--- src/rtl/seg7_capture_if.sv ---
// Segment-bus capture interface: sampled display lines in,
// committed digit state out.
interface seg7_capture_if;
   logic [7:0]  i_seg;
   logic [3:0]  i_an;
   logic [15:0] o_digits;
   logic [3:0]  o_valid;
   logic [3:0]  o_dp;
   logic        o_upd;
   logic        o_err;
   logic [1:0]  o_idx;

   modport master (
      output i_seg, i_an,
      input  o_digits, o_valid, o_dp, o_upd, o_err, o_idx
   );

   modport slave (
      input  i_seg, i_an,
      output o_digits, o_valid, o_dp, o_upd, o_err, o_idx
   );
endinterface

--- src/rtl/seg7_capture.sv ---
// Seven-segment bus snooper: debounces {an, seg} samples and
// commits decoded BCD digits once a sample is stable.
module seg7_capture #(
   parameter int STABLE_CYCLES = 4
) (
   input logic           i_clk,
   input logic           i_rst,
   seg7_capture_if.slave bus
);

   typedef enum logic [1:0] {
      IDLE,
      COUNT,
      LOCKED
   } state_t;

   localparam logic [7:0] NMAX = 8'(STABLE_CYCLES);

   state_t      state_q;
   logic [7:0]  cnt_q;
   logic [11:0] prev_q;
   logic [15:0] digits_q;
   logic [3:0]  valid_q;
   logic [3:0]  dp_q;
   logic        upd_q;
   logic        err_q;
   logic [1:0]  idx_q;

   logic [11:0] smp_d;
   logic        an_ok_d;
   logic [1:0]  sel_d;
   logic [3:0]  code_d;
   logic        legal_d;
   logic        blank_d;
   logic        same_d;
   logic [7:0]  cnt_inc_d;

   // Sample qualification: one-hot-low digit select and pattern decode
   always_comb begin
      smp_d     = {bus.i_an, bus.i_seg};
      same_d    = (smp_d == prev_q);
      cnt_inc_d = cnt_q + 8'd1;
      an_ok_d   = 1'b0;
      sel_d     = 2'd0;
      code_d    = 4'd0;
      legal_d   = 1'b1;
      blank_d   = 1'b0;
      unique case (bus.i_an)
         4'hE: begin an_ok_d = 1'b1; sel_d = 2'd0; end
         4'hD: begin an_ok_d = 1'b1; sel_d = 2'd1; end
         4'hB: begin an_ok_d = 1'b1; sel_d = 2'd2; end
         4'h7: begin an_ok_d = 1'b1; sel_d = 2'd3; end
         default: ;
      endcase
      unique case (bus.i_seg[6:0])
         7'h40: code_d = 4'd0;
         7'h79: code_d = 4'd1;
         7'h24: code_d = 4'd2;
         7'h30: code_d = 4'd3;
         7'h19: code_d = 4'd4;
         7'h12: code_d = 4'd5;
         7'h02: code_d = 4'd6;
         7'h78: code_d = 4'd7;
         7'h00: code_d = 4'd8;
         7'h10: code_d = 4'd9;
         7'h7F: begin legal_d = 1'b0; blank_d = 1'b1; end
         default: legal_d = 1'b0;
      endcase
   end

   // Stability FSM with commit of digit state and strobes
   always_ff @(posedge i_clk or posedge i_rst) begin
      if (i_rst) begin
         state_q  <= IDLE;
         cnt_q    <= 8'd0;
         prev_q   <= '1;
         digits_q <= '0;
         valid_q  <= '0;
         dp_q     <= '0;
         upd_q    <= 1'b0;
         err_q    <= 1'b0;
         idx_q    <= 2'd0;
      end else begin
         upd_q  <= 1'b0;
         err_q  <= 1'b0;
         prev_q <= smp_d;
         if (!an_ok_d) begin
            state_q <= IDLE;
            cnt_q   <= 8'd0;
         end else begin
            unique case (state_q)
               IDLE: begin
                  state_q <= COUNT;
                  cnt_q   <= 8'd1;
               end
               COUNT: begin
                  if (!same_d) begin
                     cnt_q <= 8'd1;
                  end else begin
                     cnt_q <= cnt_inc_d;
                     if (cnt_inc_d == NMAX) begin
                        state_q <= LOCKED;
                        idx_q   <= sel_d;
                        if (legal_d) begin
                           digits_q[{sel_d, 2'b00} +: 4] <= code_d;
                           valid_q[sel_d] <= 1'b1;
                           dp_q[sel_d]    <= ~bus.i_seg[7];
                           upd_q          <= 1'b1;
                        end else if (blank_d) begin
                           valid_q[sel_d] <= 1'b0;
                           dp_q[sel_d]    <= 1'b0;
                        end else begin
                           valid_q[sel_d] <= 1'b0;
                           err_q          <= 1'b1;
                        end
                     end
                  end
               end
               LOCKED: begin
                  if (!same_d) begin
                     state_q <= COUNT;
                     cnt_q   <= 8'd1;
                  end
               end
               default: begin
                  state_q <= IDLE;
                  cnt_q   <= 8'd0;
               end
            endcase
         end
      end
   end

   assign bus.o_digits = digits_q;
   assign bus.o_valid  = valid_q;
   assign bus.o_dp     = dp_q;
   assign bus.o_upd    = upd_q;
   assign bus.o_err    = err_q;
   assign bus.o_idx    = idx_q;

endmodule
--- src/flat_wrapper.sv ---
// flat-port wrapper written by rule: the top's interface ports become plain ports
module seg7_capture_flat 
#(
   parameter int STABLE_CYCLES = 4
)
  (i_clk, i_rst, bus_i_seg, bus_i_an, bus_o_digits, bus_o_valid, bus_o_dp, bus_o_upd, bus_o_err, bus_o_idx);
  seg7_capture_if bus_i ();
  input logic i_clk;
  input logic i_rst;
  input wire logic [$bits(bus_i.i_seg)-1:0] bus_i_seg;
  input wire logic [$bits(bus_i.i_an)-1:0] bus_i_an;
  output wire logic [$bits(bus_i.o_digits)-1:0] bus_o_digits;
  output wire logic [$bits(bus_i.o_valid)-1:0] bus_o_valid;
  output wire logic [$bits(bus_i.o_dp)-1:0] bus_o_dp;
  output wire logic [$bits(bus_i.o_upd)-1:0] bus_o_upd;
  output wire logic [$bits(bus_i.o_err)-1:0] bus_o_err;
  output wire logic [$bits(bus_i.o_idx)-1:0] bus_o_idx;
  assign bus_i.i_seg = bus_i_seg;
  assign bus_i.i_an = bus_i_an;
  assign bus_o_digits = bus_i.o_digits;
  assign bus_o_valid = bus_i.o_valid;
  assign bus_o_dp = bus_i.o_dp;
  assign bus_o_upd = bus_i.o_upd;
  assign bus_o_err = bus_i.o_err;
  assign bus_o_idx = bus_i.o_idx;
  seg7_capture #(.STABLE_CYCLES(STABLE_CYCLES)) u_core (.i_clk(i_clk), .i_rst(i_rst), .bus(bus_i));
endmodule
--- config.mk ---
export PLATFORM = sky130hd
export DESIGN_NAME = seg7_capture_flat
export DESIGN_NICKNAME = d
export VERILOG_FILES = /design/src/rtl/seg7_capture_if.sv /design/src/rtl/seg7_capture.sv /design/src/flat_wrapper.sv
export SDC_FILE = /design/constraint.sdc
export NUM_CORES = 1
export LEC_CHECK = 0
export ABC_CLOCK_PERIOD_IN_PS = 6700
export CAP_MARGIN = 20
export CELL_PAD_IN_SITES_DETAIL_PLACEMENT = 1
export CELL_PAD_IN_SITES_GLOBAL_PLACEMENT = 2
export CORE_ASPECT_RATIO = 1.75
export CORE_UTILIZATION = 37
export CTS_BUF_LIST = sky130_fd_sc_hd__clkbuf_4 sky130_fd_sc_hd__clkbuf_8 sky130_fd_sc_hd__clkbuf_16
export CTS_CLUSTER_DIAMETER = 120
export CTS_CLUSTER_SIZE = 12
export DETAILED_ROUTE_END_ITERATION = 10
export GPL_ROUTABILITY_DRIVEN = 0
export PLACE_DENSITY_LB_ADDON = 0.12
export SLEW_MARGIN = 20
export SYNTH_ARGS = -nofsm -noshare
export SYNTH_HDL_FRONTEND = slang
export SYNTH_SLANG_ARGS = --single-unit
--- constraint.sdc ---
create_clock -name i_clk -period 6.7 [get_ports i_clk]
set_input_delay 1.675 -clock i_clk [delete_from_list [all_inputs] [get_ports i_clk]]
set_output_delay 1.675 -clock i_clk [all_outputs]
set_load 0.01 [all_outputs]
Yosys cells after proc, flatten, opt, wreduce, memory -nomap -nowiden
Cells that the tools add are included.
{"block": "op_classes", "n_addsub": 2, "n_mul": 0, "div_mod_pow": 0, "order_cmp": 2, "n_eq_ne": 21, "shift": 2, "muxes": 32, "bitwise": 5, "reduce_logical": 10}
{"cell": "case mux 4 bit (9 select lines)", "n": 1}
{"cell": "== test 7 bit, second input constant", "n": 4}
{"cell": "two-way mux 8 bit", "n": 3}
{"cell": "case mux 8 bit (3 select lines)", "n": 1}
{"cell": "== test 7 x 5 -> 1 bit, second input constant", "n": 3}
{"cell": "bitwise mux 16 bit", "n": 1}
{"cell": "variable shift 4 x 6 -> 16 bit, first input constant", "n": 1}
{"cell": "variable part select 4 x 6 -> 16 bit", "n": 1}
{"cell": "two-way mux 1 bit", "n": 15}
{"cell": "== test 7 x 6 -> 1 bit, second input constant", "n": 2}
{"cell": "== test 12 bit", "n": 1}
{"cell": "== test 4 bit, second input constant", "n": 3}
{"cell": "two-way mux 4 bit", "n": 3}
{"cell": "case mux 2 bit (3 select lines)", "n": 2}
{"cell": "AND reduction 5 bit", "n": 2}
{"cell": "OR reduction 10 bit", "n": 1}
{"cell": "!= test 3 bit, second input constant", "n": 3}
{"cell": "adder 8 x 1 -> 8 bit, second input constant", "n": 1}
{"cell": "AND 4 bit", "n": 2}
{"cell": "== test 8 x 3 -> 1 bit, second input constant", "n": 1}
{"cell": "two-way mux 2 bit", "n": 4}
{"cell": "== test 7 x 2 -> 1 bit, second input constant", "n": 1}
{"cell": "logical NOT 7 bit", "n": 1}
{"cell": "negation 4 -> 6 bit", "n": 1}
{"cell": "16 further kinds", "n": 16}
{"block": "word_totals", "reg_bits": 50, "latch_bits": 0, "ramBits": 0, "mem_bits_ro": 0, "inputBits": 14, "output_inout_bits": 28, "n_memories": 0}

Depth between registers and ports, before layout
Gate-level depths: netlist of run 1.
{"block": "logic_depth", "ltp_word": 10, "mapped_depth": 9, "ltp_nobuf": 7}

Least setup slack after synthesis of run 1
Ideal clock, no wire load.
{"block": "synth_timing", "kind": "input -> register", "startpoint": "input port bus_i_seg[1]", "endpoint": "register with a tool-made name", "setup_ns": 0.125, "arrival_time_ns": 3.315, "t_required_ns": 6.575, "setup_slack_ns": 3.260, "path_stages": 9, "n_path_buf": 3, "path_cell_list": "clkbuf_1 -> xnor2_1 -> nand4_1 -> or3_1 -> buf_2 -> nor3b_4 -> buf_6 -> nand2_2 -> mux2_4"}
{"element": "start, declared", "line_no": "flat_wrapper.sv:10", "text": "input wire logic [$bits(bus_i.i_seg)-1:0] bus_i_seg;"}

Worst setup path in the final report of run 1
{"block": "layout_timing", "startpoint": "input port bus_i_seg[6]", "endpoint": "register u_core.digits_q[8], in the netlist u_core.bus.o_digits[8]"}
{"block": "layout_between", "elab_chain_len": 4}
{"element": "== test 7 x 5 -> 1 bit, or another cell as far along", "line_no": "seg7_capture.sv:55", "text": "unique case (bus.i_seg[6:0])"}
{"element": "case mux 4 bit (9 select lines) or OR reduction 10 bit (tied branches)"}
{"element": "variable part select 4 x 6 -> 16 bit or two-way mux 1 bit (tied branches)", "line_no": "seg7_capture.sv:105, seg7_capture.sv:55"}
{"element": "bitwise mux 16 bit or AND reduction 5 bit (tied branches)"}
{"element": "end signal, assigned by index", "line_no": "seg7_capture.sv:105", "text": "digits_q[{sel_d, 2'b00} +: 4] <= code_d;"}
{"element": "end, declared", "line_no": "seg7_capture.sv:22", "text": "logic [15:0] digits_q;"}
Several ways; a longest one is shown, not always the timed one.
A chain may end at the register's enable or synchronous reset.

==> results of run 1 <==
## synthesized netlist by cell type, types with 5 or more instances
cell type,n,share of area (%)
or3_1,7,1.7
o21ai_0,12,2.4
inv_1,8,1.2
nand2_1,17,2.5
buf_2,6,1.2
xor2_1,5,1.7
and3_1,6,1.5
nor3_1,6,1.2
nand3_1,11,2.2
ha_1,9,4.4
xnor2_1,13,4.5
nor2_1,8,1.2
dfstp_2,12,12
dfrtp_1,38,37
o2bb2ai_1,16,5.5
nand4_1,5,1.2
## worst max-delay path: cells and delay by family
| family | cells | cell delay [ns] |
|---|---|---|
| xor+xnor | 1 | 0.17 |
| compound gates | 1 | 0.20 |
| buf+inv | 1 | 0.66 |
| simple gates | 4 | 1.79 |
## layout make-up
| class | instances | area (um^2) |
|---|---|---|
| sequential | 50 | 1270 |
| clock inverter | 3 | 40.0 |
| timing repair buffer | 41 | 410 |
| fill | 722 | 3430 |
| tap | 82 | 103 |
| clock buffer | 5 | 125 |
| inverter | 8 | 31.3 |
| multi-input combinational | 161 | 1190 |
## metal layers
| layer | track usage (%) | wire length, um | vias up |
|---|---|---|---|
| met5 | 0 | 0 | - |
| met4 | 9.04 | 172 | 0 |
| met3 | 4.71 | 198 | 13 |
| met2 | 33.8 | 3430 | 37 |
| met1 | 22.4 | 2600 | 966 |
| li1 | - | - | 899 |
## metrics by stage
step	std cells	area [um^2]
floorplan	230	2540
global placement	342	3000
detailed placement	342	3000
CTS	350	3160
global route	350	3160
finish	350	3160
## state kept, by name, summed over array words and instances, names as in the netlist, named ones only
signal	count
u_core.prev_q	12
u_core.bus.o_upd	1
u_core.cnt_q	8
u_core.bus.o_idx	2
u_core.bus.o_digits	16
u_core.bus.o_dp	4
u_core.state_q	2
u_core.bus.o_err	1
## power by group through the flow
stage | Clock [mW] | Combinational, mW | Sequential, mW
4_1_cts | 0.299 | 0.0541 | 0.313
5_1_grt | 0.308 | 0.0594 | 0.313
6_report | 0.289 | 0.0530 | 0.313
3_5_place_dp | 0 | 0.0536 | 0.318
2_1_floorplan | 0 | 0.0347 | 0.317
3_3_place_gp | 0 | 0.0534 | 0.318
## cell families (layout without fill, tap and decap cells)
group,Yosys count,in the layout,synth area share (%)
AND/OR/NAND/NOR,81,81,18.5
adder cells (fa/ha/maj),9,9,4.43
AO/OA/AOI/OAI,47,47,14.5
flip-flops,50,50,49.8
buffers and inverters,19,57,3.54
multiplexers,6,6,3.05
XOR/XNOR,18,18,6.20
## worst max-delay path by stage
stage / from / end / slack (ns) / depth (start not counted)
5_1_grt: bus_i_seg[1] / u_core.bus.o_digits[8] / 2.16 / 7
3_5_place_dp: bus_i_seg[6] / u_core.bus.o_digits[6] / 2.08 / 7
3_3_place_gp: bus_i_seg[6] / u_core.bus.o_digits[4] / 2.08 / 7
2_1_floorplan: bus_i_seg[1] / flip-flop / 3.26 / 9
4_1_cts: bus_i_seg[6] / u_core.bus.o_digits[4] / 2.38 / 7
6_report: bus_i_seg[6] / u_core.bus.o_digits[8] / 2.38 / 7
==> qor.yml, run 1 <==
outcome:
  status: "finished, final reports clean"
setup_path:
  path_cells: "clkdlybuf4s50_1 > xnor2_1 > nand4_1 > or3_1 > nor3b_4 > nand3_1 > o2bb2ai_1"
  cp.required_ns: 6.88
  worst-path-max-fanout: 20
  reg2reg_depth: 6
  r2r_end: "u_core.bus.o_digits[8]"
  slowest_delay_ns: 0.76
  crit_type: "input port to flip-flop"
  crit_path_start_kind: "input port"
  cpMaxStageDelayCell: "nor3b_4"
  reg2reg_slack_ns: 3.91
  r2r_start: "u_core.cnt_q[0]"
  cp.arrival_ns: 4.50
  end_kind: "flip-flop"
route:
  routed_via_density: 5.47
  wire_per_inst_um: 18.3
  dr_total_vias: 1915
  routed_wl_mm: 6.41
  first_pass_iters: 4
  final_antenna_net_count: 0
  drc: 0
  drt_iter0_drc: 80
synth:
  synthesis.area_mm2: 0.00254
  yosysSeqAreaShare_pct: 49.8
  synth_edf_count: 0
  syn_nets: 253
  syn_avg_cell_area_um2: 11.1
  synth-seq-cells: 50
  yosysWarningCount: 0
  syn-instance-count: 230
  synth_ff_type: "dfrtp_1"
  yosys.cell_types.count: 48
  async_flop_share_pct: 100
timing:
  finalMaxSlewViolations: 0
  worst_slack_ns: 2.38
  hold_viol_final: 0
  skew_ns: 0.00401
  rsz0062_at_grt: "no"
  tightest_slew_ns: 0.876
  period_share_pct: 64.5
  period_minus_slack_ns: 4.32
  fin_setup_tns_ns: 0
  setup_viol: 0
  fmax_mhz: 231
  holdWs_ns: 0.487
  slew_headroom_pct: 41.5
power:
  leakage_nw: 1.39
  swShare_pct: 22.9
  intPower_mw: 0.505
  ir_worst_vdd_mv: 0.159
  fin_total_pwr_mw: 0.655
  seqPwrFrac_pct: 47.7
  comb_power_share_pct: 8.1
  pwr-share-clk_pct: 44.2
  power_density_mw_per_mm2: 207
  switching_power_mw: 0.150
floorplan:
  die_w_um: 64.7
  ios: 42
  coreArea_mm2: 0.00659
  start_util_pct: 38.6
  dieHeight_um: 112
  die_area_mm2: 0.00722
  row_count: 39
clock_network:
  cts_hold_buf: 0
  cts_max_level: 2
  clock_tree.root_cell: "clkbuf_16"
  post_cts_buffers: 0
  cts_buffer_depth: 2
  clk_latency_ns: 0.30
  post_cts_resized: 0
  cts_tree: "yes"
  clock-sinks: 50
  numCtsBuffers: 5
  path_clk_slew_ns: 0.06
placement:
  dp_slack_ns: 2.08
  io_buffers: 41
  hpwl_mm: 4.53
worst_hold_path:
  min_path_cells: 1
  min_path_type: "flip-flop to flip-flop"
layout:
  layout_common_cells: "41 x clkdlybuf4s50_1, 38 x dfrtp_1, 17 x nand2_1"
  nNetsFinal: 290
  area_growth_pct: 24.4
  diodes: 0
  final_util_pct: 48.0
  final_common_cell: "clkdlybuf4s50_1"
  drive_gt1_share_pct: 14.6
grt:
  grt_max_degree: 51
  first_global_vias: 2080
  globalRouteTotalUtil_pct: 19.7
  grt_first_pass_wirelength_mm: 10.7
  grt_remaining_overflow: 0
  antenna_found_initial: 0
flow_run:
  drv_cap: 0
(Power assumes the default switching activity.)
==> run 2: changes to the inputs <==
--- a/config.mk
+++ b/config.mk
@@ -5,12 +5,12 @@
 export SDC_FILE = /design/constraint.sdc
 export NUM_CORES = 1
 export LEC_CHECK = 0
-export ABC_CLOCK_PERIOD_IN_PS = 6700
+export ABC_CLOCK_PERIOD_IN_PS = 4200
 export CAP_MARGIN = 20
 export CELL_PAD_IN_SITES_DETAIL_PLACEMENT = 1
 export CELL_PAD_IN_SITES_GLOBAL_PLACEMENT = 2
 export CORE_ASPECT_RATIO = 1.75
-export CORE_UTILIZATION = 37
+export CORE_UTILIZATION = 34
 export CTS_BUF_LIST = sky130_fd_sc_hd__clkbuf_4 sky130_fd_sc_hd__clkbuf_8 sky130_fd_sc_hd__clkbuf_16
 export CTS_CLUSTER_DIAMETER = 120
 export CTS_CLUSTER_SIZE = 12
==> constraint.sdc (replaced) <==
create_clock -name i_clk -period 4.2 [get_ports i_clk]
set_input_delay 1.05 -clock i_clk [delete_from_list [all_inputs] [get_ports i_clk]]
set_output_delay 1.05 -clock i_clk [all_outputs]
set_load 0.01 [all_outputs]
==> qor.yml, run 2 (synthesis gave the netlist of run 1 again) <==
grt:
  grtUsageMet1_pct: 19.9  # was 22.4%
  globalRouteTotalUtil_pct: 18.6  # was 19.7%
  grt-busiest-layer: "met2"  # unchanged
  grt_remaining_overflow: 0  # unchanged
  grt_max_degree: 47  # was 51
  use_met2_pct: 34.4  # was 33.8%
  use_met3_pct: 3.71  # was 4.71%
  grt_first_pass_wirelength_mm: 10.6  # was 10.7 mm
  first_global_vias: 2052  # was 2080
  antenna_found_initial: 0  # unchanged
floorplan:
  ios: 42  # unchanged
  die_area_mm2: 0.00784  # was 0.00722 mm^2
  die_w_um: 67.4  # was 64.7 um
  coreArea_mm2: 0.00723  # was 0.00659 mm^2
  start_util_pct: 35.1  # was 38.6%
  row_count: 41  # was 39
  dieHeight_um: 116  # was 112 um
timing:
  period_share_pct: 79.8
  slew_headroom_pct: 45.8  # was 41.5%
  fin_setup_tns_ns: 0  # unchanged
  skew_ns: 0.00422  # was 0.00401 ns
  setup_viol: 0  # unchanged
  period_minus_slack_ns: 3.35
  hold_viol_final: 0  # unchanged
  rsz0062_at_grt: "no"  # unchanged
  fmax_mhz: 298
  finalMaxSlewViolations: 0  # unchanged
  tightest_slew_ns: 0.813  # was 0.876 ns
layout:
  layout_common_cells: "41 x clkdlybuf4s50_1, 38 x dfrtp_1, 17 x nand2_1"  # unchanged
  drive_gt1_share_pct: 15.8  # was 14.6%
  fin_area_mm2: 0.00320  # was 0.00316 mm^2
  largest_reg_flops: 16  # unchanged
  nNetsFinal: 294  # was 290
  area_growth_pct: 25.7  # was 24.4%
  final_common_cell: "clkdlybuf4s50_1"  # unchanged
  diodes: 0  # unchanged
clock_network:
  cts_tree: "yes"  # unchanged
  cts_buffer_depth: 2  # unchanged
  clock_tree.root_cell: "clkbuf_16"  # unchanged
  cts_max_level: 2  # unchanged
  clock-sinks: 50  # unchanged
  cts_hold_buf: 0  # unchanged
  numCtsBuffers: 5  # unchanged
  post_cts_resized: 0  # unchanged
  clk_latency_ns: 0.29  # was 0.30 ns
  path_clk_slew_ns: 0.07  # was 0.06 ns
  post_cts_buffers: 0  # unchanged
setup_path:
  cp.required_ns: 4.37  # was 6.88 ns
  cp_num_buf_inv: 2  # was 1
  cp.arrival_ns: 3.53  # was 4.50 ns
  crit_path_start_kind: "input port"  # unchanged
  cpMaxStageDelayCell: "clkdlybuf4s50_1"  # was nor3b_4
  cp_top_family: "simple AND/OR/NAND/NOR gates"  # unchanged
  end_kind: "flip-flop"  # unchanged
  worst-path-max-fanout: 20  # unchanged
  cp.depth: 8  # was 7
  crit_type: "input port to flip-flop"  # unchanged
  slowest_delay_ns: 0.67  # was 0.76 ns
  reg2reg_depth: 7  # was 6
  path_cells: "clkdlybuf4s50_1 > xnor2_1 > nand4_1 > or3_1 > nor3b_4 > buf_4 > nand3_1 > o2bb2ai_1"  # was clkdlybuf4s50_1 > xnor2_1 > nand4_1 > or3_1 > nor3b_4 > nand3_1 > o2bb2ai_1
flow_run:
  drv_cap: 0  # unchanged
placement:
  hpwl_mm: 4.79  # was 4.53 mm
  io_buffers: 41  # unchanged
  dpl_cell_area_mm2: 0.00303  # was 0.00300 mm^2
power:
  ir_worst_vdd_mv: 0.208  # was 0.159 mV
  power_density_mw_per_mm2: 326  # was 207 mW/mm^2
  leakage_nw: 1.41  # was 1.39 nW
route:
  final_antenna_net_count: 0  # unchanged
  wire_per_inst_um: 17.9  # was 18.3 um
  first_pass_iters: 5  # was 4
  drt_iter0_drc: 66  # was 80
  drc: 0  # unchanged
  routed_wl_mm: 6.42  # was 6.41 mm
  dr_total_vias: 1919  # was 1915
  routed_via_density: 5.36  # was 5.47
worst_hold_path:
  min_path_cells: 1  # unchanged
  min_path_type: "flip-flop to flip-flop"  # unchanged
outcome:
  status: "finished, final reports clean"  # unchanged
-- run 2: path summary, 6_finish.rpt --
kind | from | end | slack, ns
worst max-delay path | bus_i_seg[3] | u_core.bus.o_digits[10] | 0.85
worst min-delay path | flip-flop | flip-flop | 0.48
worst max register to register | u_core.prev_q[11] | u_core.bus.o_digits[10] | 1.79
worst min register to register | flip-flop | flip-flop | 0.48
max in group asynchronous | i_rst | u_core.prev_q[11] | 2.35
min in group asynchronous | i_rst | u_core.bus.o_digits[9] | 1.20
-- run 2: metal layers --
metal / share of wire [%] / wire (um) / vias up
met1: 39 / 2490 / 963
met4: 2.0 / 130 / 0
met3: 2.9 / 187 / 8
met5: 0 / 0 / -
li1: - / - / 914
met2: 56 / 3610 / 34
-- run 2: area by class of cell --
| type | instances | area [um^2] |
|---|---|---|
| clock buffers | 5 | 125 |
| clock inverters | 3 | 40.0 |
| fillers | 794 | 4040 |
| inverters | 8 | 31.3 |
| multi-input cells | 161 | 1190 |
| flip-flops and latches | 50 | 1270 |
| well taps | 86 | 108 |
| repair buffers | 45 | 440 |
-- run 2: worst reg2reg max path: cells and delay by family, from the launching register on --
family	cells	cell delay, ns
simple gates	4	1.18
flops	1	0.53
buf+inv	1	0.27
compound gates	1	0.18
xor+xnor	1	0.12
-- run 2: through the flow --
step                cells  util (%)  worst slack, ns  hold slack [ns]  power, mW
detailed placement    350      41.9            0.504            0.473      0.597
finish                358      44.2            0.847            0.485       1.04
global route          358      44.2            0.646            0.504       1.08
floorplan             230         -             1.38            0.496      0.562
global placement      350      41.9            0.512            0.466      0.596
CTS                   358      44.2            0.813            0.488       1.06
-- run 2: report_power, final --
part | internal [mW] | switching, mW
registers | 0.494 | 0.00493
logic | 0.0348 | 0.0526
clock network | 0.279 | 0.176
